<file path="src/rtl/addsub_pkg.sv">
// Shared types and constants for the digit-serial adder/subtractor.
package addsub_pkg;

   // FSM state encoding
   typedef logic [1:0] state_t;

   localparam state_t S_IDLE = 2'b00;
   localparam state_t S_BUSY = 2'b01;
   localparam state_t S_DONE = 2'b10;

   // Operation encoding: op[0] selects subtract, op[1] selects external carry-in
   localparam logic [1:0] OP_ADD = 2'b00;
   localparam logic [1:0] OP_SUB = 2'b01;
   localparam logic [1:0] OP_ADC = 2'b10;
   localparam logic [1:0] OP_SBB = 2'b11;

   // Result status flags, kept together so they load as one register
   typedef struct packed {
      logic cout;
      logic ovf;
      logic zero;
      logic neg;
   } flags_t;

   // Initial carry: external cin for chained ops, otherwise 1 for subtract (two's complement)
   function automatic logic carry_in(input logic [1:0] op, input logic cin);
      return op[1] ? cin : op[0];
   endfunction

endpackage

</file>
<file path="src/rtl/addsub_digit.sv">
// One DIGIT-wide ripple slice: sum, carry out of the slice and carry into its MSB.
module addsub_digit #(
   parameter int unsigned DIGIT = 4
) (
   input  logic [DIGIT-1:0] a,
   input  logic [DIGIT-1:0] b,
   input  logic             ci,
   output logic [DIGIT-1:0] s,
   output logic             co,
   output logic             cmsb
);

   logic [DIGIT:0] full_c;

   // Plain add with one guard bit for the carry out
   always_comb begin
      full_c = {1'b0, a} + {1'b0, b} + (DIGIT+1)'(ci);
   end

   // Carry into the MSB recovered from the MSB sum bit, valid for any DIGIT >= 1
   always_comb begin
      s    = full_c[DIGIT-1:0];
      co   = full_c[DIGIT];
      cmsb = full_c[DIGIT-1] ^ a[DIGIT-1] ^ b[DIGIT-1];
   end

endmodule

</file>
<file path="src/rtl/addsub_serial.sv">
// Digit-serial adder/subtractor: processes DIGIT bits per cycle, LSB slice first,
// with valid/ready handshakes on both the operand and the result side.
module addsub_serial
   import addsub_pkg::*;
#(
   parameter int unsigned WIDTH = 16,
   parameter int unsigned DIGIT = 4
) (
   input  logic             clk,
   input  logic             rst_n,
   input  logic             in_valid,
   output logic             in_ready,
   input  logic [WIDTH-1:0] a,
   input  logic [WIDTH-1:0] b,
   input  logic [1:0]       op,
   input  logic             cin,
   output logic             out_valid,
   input  logic             out_ready,
   output logic [WIDTH-1:0] sum,
   output logic             cout,
   output logic             ovf,
   output logic             zero,
   output logic             neg
);

   // Reject geometries that do not split into whole slices
   if (DIGIT == 0 || DIGIT > WIDTH || (WIDTH % DIGIT) != 0) begin : g_bad_params
      $error("addsub_serial: WIDTH must be a non-zero multiple of DIGIT");
   end

   localparam int unsigned NSLICE = WIDTH / DIGIT;
   localparam int unsigned CNT_W  = (NSLICE > 1) ? $clog2(NSLICE) : 1;

   state_t             state;
   state_t             state_nxt;

   logic [WIDTH-1:0]   a_q;
   logic [WIDTH-1:0]   b_q;
   logic [WIDTH-1:0]   acc_q;
   logic               carry_q;
   logic [CNT_W-1:0]   cnt_q;
   logic [WIDTH-1:0]   sum_q;
   flags_t             flags_q;

   logic [DIGIT-1:0]   d_sum;
   logic               d_cout;
   logic               d_cmsb;

   logic               accept_c;
   logic               release_c;
   logic               last_c;
   logic [WIDTH-1:0]   acc_nxt_c;

   // Single slice adder, reused on every BUSY cycle
   addsub_digit #(
      .DIGIT (DIGIT)
   ) u_digit (
      .a    (a_q[DIGIT-1:0]),
      .b    (b_q[DIGIT-1:0]),
      .ci   (carry_q),
      .s    (d_sum),
      .co   (d_cout),
      .cmsb (d_cmsb)
   );

   // Handshake qualifiers and slice bookkeeping
   always_comb begin
      accept_c  = in_valid && in_ready;
      release_c = out_valid && out_ready;
      last_c    = (state == S_BUSY) && (cnt_q == CNT_W'(NSLICE - 1));
      // New slice enters at the top; after NSLICE shifts the LSB slice sits at bit 0
      acc_nxt_c = (acc_q >> DIGIT) | (WIDTH'(d_sum) << (WIDTH - DIGIT));
   end

   // Next-state logic
   always_comb begin
      state_nxt = state;
      case (state)
         S_IDLE: begin
            if (accept_c) begin
               state_nxt = S_BUSY;
            end
         end
         S_BUSY: begin
            if (last_c) begin
               state_nxt = S_DONE;
            end
         end
         S_DONE: begin
            if (release_c) begin
               state_nxt = S_IDLE;
            end
         end
         default: begin
            state_nxt = S_IDLE;
         end
      endcase
   end

   // State register and registered handshake outputs.
   // out_valid follows one edge after DONE entry so the result registers
   // have settled for a full cycle before the consumer sees valid.
   always_ff @(posedge clk or negedge rst_n) begin
      if (!rst_n) begin
         state     <= S_IDLE;
         in_ready  <= 1'b1;
         out_valid <= 1'b0;
      end else begin
         state     <= state_nxt;
         in_ready  <= (state_nxt == S_IDLE);
         out_valid <= (state == S_DONE) && (state_nxt == S_DONE);
      end
   end

   // Operand capture and per-slice datapath; operand inputs are only sampled on acceptance
   always_ff @(posedge clk or negedge rst_n) begin
      if (!rst_n) begin
         a_q     <= '0;
         b_q     <= '0;
         acc_q   <= '0;
         carry_q <= 1'b0;
         cnt_q   <= '0;
      end else begin
         if (state == S_IDLE && accept_c) begin
            a_q     <= a;
            b_q     <= b ^ {WIDTH{op[0]}};
            carry_q <= carry_in(op, cin);
            cnt_q   <= '0;
         end else if (state == S_BUSY) begin
            a_q     <= a_q >> DIGIT;
            b_q     <= b_q >> DIGIT;
            acc_q   <= acc_nxt_c;
            carry_q <= d_cout;
            cnt_q   <= cnt_q + CNT_W'(1);
         end
      end
   end

   // Result and flags load only on the final slice, then hold until the next result
   always_ff @(posedge clk or negedge rst_n) begin
      if (!rst_n) begin
         sum_q   <= '0;
         flags_q <= '0;
      end else if (last_c) begin
         sum_q        <= acc_nxt_c;
         flags_q.cout <= d_cout;
         flags_q.ovf  <= d_cmsb ^ d_cout;
         flags_q.zero <= (acc_nxt_c == '0);
         flags_q.neg  <= acc_nxt_c[WIDTH-1];
      end
   end

   // Drive ports straight from the result registers
   always_comb begin
      sum  = sum_q;
      cout = flags_q.cout;
      ovf  = flags_q.ovf;
      zero = flags_q.zero;
      neg  = flags_q.neg;
   end

endmodule

</file>
<file path="config.mk">
export PLATFORM = sky130hd
export DESIGN_NAME = addsub_serial
export DESIGN_NICKNAME = d
export VERILOG_FILES = /design/src/rtl/addsub_pkg.sv /design/src/rtl/addsub_digit.sv /design/src/rtl/addsub_serial.sv
export SDC_FILE = /design/constraint.sdc
export NUM_CORES = 1
export LEC_CHECK = 0
export BUFFER_PORTS_ARGS = -buffer_cell sky130_fd_sc_hd__buf_2
export CORE_ASPECT_RATIO = 1.5
export CORE_MARGIN = 3
export CORE_UTILIZATION = 60
export CTS_BUF_LIST = sky130_fd_sc_hd__clkbuf_4 sky130_fd_sc_hd__clkbuf_8
export DETAILED_ROUTE_END_ITERATION = 10
export PLACE_DENSITY = 0.86
export SYNTH_ARGS = -nofsm -noshare
export SYNTH_HDL_FRONTEND = slang
export SYNTH_SLANG_ARGS = --single-unit
export TNS_END_PERCENT = 1
</file>
<file path="constraint.sdc">
create_clock -name clk -period 5.7 [get_ports clk]
set_input_delay 0.57 -clock clk [delete_from_list [all_inputs] [get_ports clk]]
set_output_delay 0.57 -clock clk [all_outputs]
set_load 0.02 [all_outputs]
</file>
==> results.sh <==
export IMPL_final_common_cell="sky130_fd_sc_hd__nand2_1"
export IMPL_numPortBuffers=60
export IMPL_fin_nets=389
export IMPL_finalMaxSlewViolations=0
export IMPL_worst_slew_margin_rel_pct=42.4
export IMPL_setup_slack_ns=3.42
export IMPL_core_area_sq_um=4960
export IMPL_floorplan_die_area_sq_um=6230
export IMPL_finalHoldViolCount=0
export IMPL_vias_per_cell=5.51
export IMPL_timing_setup_tns_ns=0
export IMPL_worst_ep_required_time_ns=5.95
export IMPL_total_switching_power_uw=878
export IMPL_setup_repair_after_global_routing_missed_its_margin="no"
export IMPL_ctsRootBufferMaster="sky130_fd_sc_hd__clkbuf_8"
export IMPL_area_growth_pct=15.4
export IMPL_power_clock_fraction_pct=18.5
export IMPL_synthesis_area_sq_um=3180
export IMPL_yosys_most_used_dff="sky130_fd_sc_hd__dfrtp_1"
export IMPL_drt_total_wl_microns=6360
export IMPL_synth_top_family_by_area="simple AND/OR/NAND/NOR gates"
export IMPL_synthesized_area_fraction_occupied_by_xor_and_xnor_cells_pct=4.96
export IMPL_rows=31
export IMPL_cp_start_kind="flop"
export IMPL_antenna_found_initial=0
export IMPL_routed_via_count=2286
export IMPL_place_detailed_instances=399
export IMPL_fmax_ghz=0.439
export IMPL_timing_final_setup_violations=0
export IMPL_cts_hold_buf=0
export IMPL_syn_inst=289
export IMPL_share_of_layout_cells_above_drive_strength_1_pct=28.1
export IMPL_timing_reg2reg_setup_slack_ns=3.42
export IMPL_cap_violations=0
export IMPL_post_synth_and_or_nand_nor_area_fraction_pct=14.6
export IMPL_cts_htree_levels=3
export IMPL_total_area_of_multi_input_combinational_cells_sq_um=1310
export IMPL_outcome="completed"
export IMPL_num_io_pins=61
export IMPL_dpl_hpwl_microns=4280
export IMPL_post_synth_fa_ha_maj_area_fraction_pct=2.83
export IMPL_floorplan_die_height_microns=95.2
export IMPL_layout_area_seq_sq_um=1750
export IMPL_yosys_mux_area_fraction_pct=6.57
export IMPL_grt_max_degree=71
export IMPL_global_route_usage_total_pct=22.9
export IMPL_synth_seq_area_share_pct=55.1
export IMPL_synth_area_per_cell_sq_um=11.0
export IMPL_post_place_ws_ns=3.43
export IMPL_detail_route_iter0_violations=107
export IMPL_cp_data_arrival_time_ns=2.53
export IMPL_instances_no_fill=415
export IMPL_finalClockSkew_ns=0.00900
export IMPL_r2r_end="ovf"
export IMPL_final_min_clock_period_ns=2.28
export IMPL_power_share_sequential_pct=39.6
export IMPL_clock_insertion_delay_worst_skew_ns=0.35
export IMPL_antenna_diode_count=0
export IMPL_number_of_enable_flip_flop_cells_after_synthesis=0
export IMPL_number_of_cells_upsized_or_downsized_after_cts=0
export IMPL_yosys_cell_types_count=38
export IMPL_worstHoldPathType="primary input to asynchronous set/reset pin"
export IMPL_firstDrtPassIters=4
export IMPL_num_fill_cells=393
export IMPL_mostFrequentLayoutCells="72 x sky130_fd_sc_hd__nand2_1, 69 x sky130_fd_sc_hd__dfrtp_1, 60 x sky130_fd_sc_hd__buf_2"
export IMPL_rr_startpoint="a_q[0]"
export IMPL_cts_buffers=9
export IMPL_power_ir_vdd_worst_v=0.000322
export IMPL_synthesis_yosys_warnings=0
export IMPL_switching_share_pct=39.8
export IMPL_postPlaceCellArea_sq_um=3470
export IMPL_comb_power_share_pct=41.9
export IMPL_mappedNetlistNets=334
export IMPL_chipWidth_microns=65.4
export IMPL_drc=0
export IMPL_postRouteAntennaNets=0
export IMPL_synth_async_sr_flop_share_pct=100
export IMPL_endpoint_kind="flop"
export IMPL_tightestPinTransition_ns=0.863
export IMPL_compound_gate_portion_of_the_synthesized_area_pct=12.0
export IMPL_critical_path_max_fanout=3
export IMPL_numClockSinks=70
export IMPL_yosys_register_bits=70
export IMPL_power_density_cell_area_nw_per_um2=602
export IMPL_cts_tree="built"
export IMPL_globalRoute_totalOverflow=0
export IMPL_post_route_cell_area_sq_um=3670
export IMPL_worstRegToRegCells=6
export IMPL_cellInternalPower_uw=1330
export IMPL_crit_type="flop to flop"
export IMPL_cts_clk_slew_worst_paths_ns=0.07
export IMPL_post_cts_setup_buffer_count=0
export IMPL_clock_tree_buffer_depth=2
export IMPL_grt_pass1_vias=2323
export IMPL_gp_congestion=0.803
export IMPL_wire_length_per_cell_after_detailed_routing_microns=15.3
export IMPL_global_route_wire_length_before_repair_microns=10800
export IMPL_post_route_period_util_pct=40.0
export IMPL_cellLeakagePower_uw=0.00189
export IMPL_initial_util_pct=64.1
[layer usage]
layer	GRT usage (%)	share of wire (%)
met3	5.42	4.9
met1	26.5	39
met2	39.9	54
met5	0	0
met4	10.0	1.7
[registers in the layout, indices dropped and copies added (netlist names)]
name	flops
sum	16
zero	1
in_ready	1
out_valid	1
carry_q	1
b_q	16
cout	1
state	2
ovf	1
cnt_q	2
a_q	16
acc_q	12
[worst max-delay path, cell delays in order (launching register included)]
cell and delay [ns]:
sky130_fd_sc_hd__dfrtp_1 0.41, sky130_fd_sc_hd__fa_1 0.47, sky130_fd_sc_hd__fa_1 0.44, sky130_fd_sc_hd__a21o_1 0.22, sky130_fd_sc_hd__a211oi_1 0.30, sky130_fd_sc_hd__a211oi_1 0.09
sky130_fd_sc_hd__o31ai_1 0.26
[cell families after synthesis]
kind of cell             after synthesis
adder cells (fa/ha/maj)                6
AO/OA/AOI/OAI                         52
buffers and inverters                 20
AND/OR/NAND/NOR                      108
multiplexers                          15
XOR/XNOR                              18
flip-flops                            70
[power groups by stage]
stage | registers [uW] | logic (uW) | clock network [uW]
2_1_floorplan | 916 | 672 | 0
3_3_place_gp | 867 | 882 | 0
3_5_place_dp | 884 | 924 | 0
4_1_cts | 877 | 931 | 414
5_1_grt | 902 | 1030 | 432
6_report | 875 | 925 | 408
[through the flow]
step	util, %	hold WS, ns	power (uW)
after floorplan	-	0.274	1590
after global placement	69.8	0.458	1750
after detailed placement	69.8	0.463	1810
after CTS	73.9	0.416	2220
after global routing	73.9	0.442	2370
final	73.9	0.419	2210
[synthesized netlist by cell type (all sizes together) (3+ instances only)]
master,number,area share [%]
a211oi,3,0.71
a21oi,3,0.47
a221o,12,3.8
a22oi,12,2.8
buf,14,3.0
clkbuf,4,0.59
dfrtp,69,54
ha,4,1.6
mux2,14,6.3
nand2,73,8.9
nand3,8,1.3
nor2,17,2.2
nor4,3,0.59
o21ai,14,2.2
xnor2,18,5.0
[final cells by class]
cell class / count / share of cell area, %
multi-input combinational: 199 / 35.6
inverter: 2 / 0.205
tap: 66 / 2.25
sequential: 70 / 47.8
clock inverter: 4 / 1.23
timing repair buffer: 62 / 8.59
clock buffer: 12 / 4.33
[worst max-delay path by stage]
stage	start	end	slack [ns]
3_3_place_gp	a_q[0]	ovf	3.54
2_1_floorplan	a_q[0]	ovf	3.61
5_1_grt	a_q[0]	ovf	3.30
6_report	a_q[0]	ovf	3.42
4_1_cts	a_q[0]	ovf	3.42
3_5_place_dp	a_q[0]	ovf	3.43
Note: power is estimated with default switching activity, not from simulation.
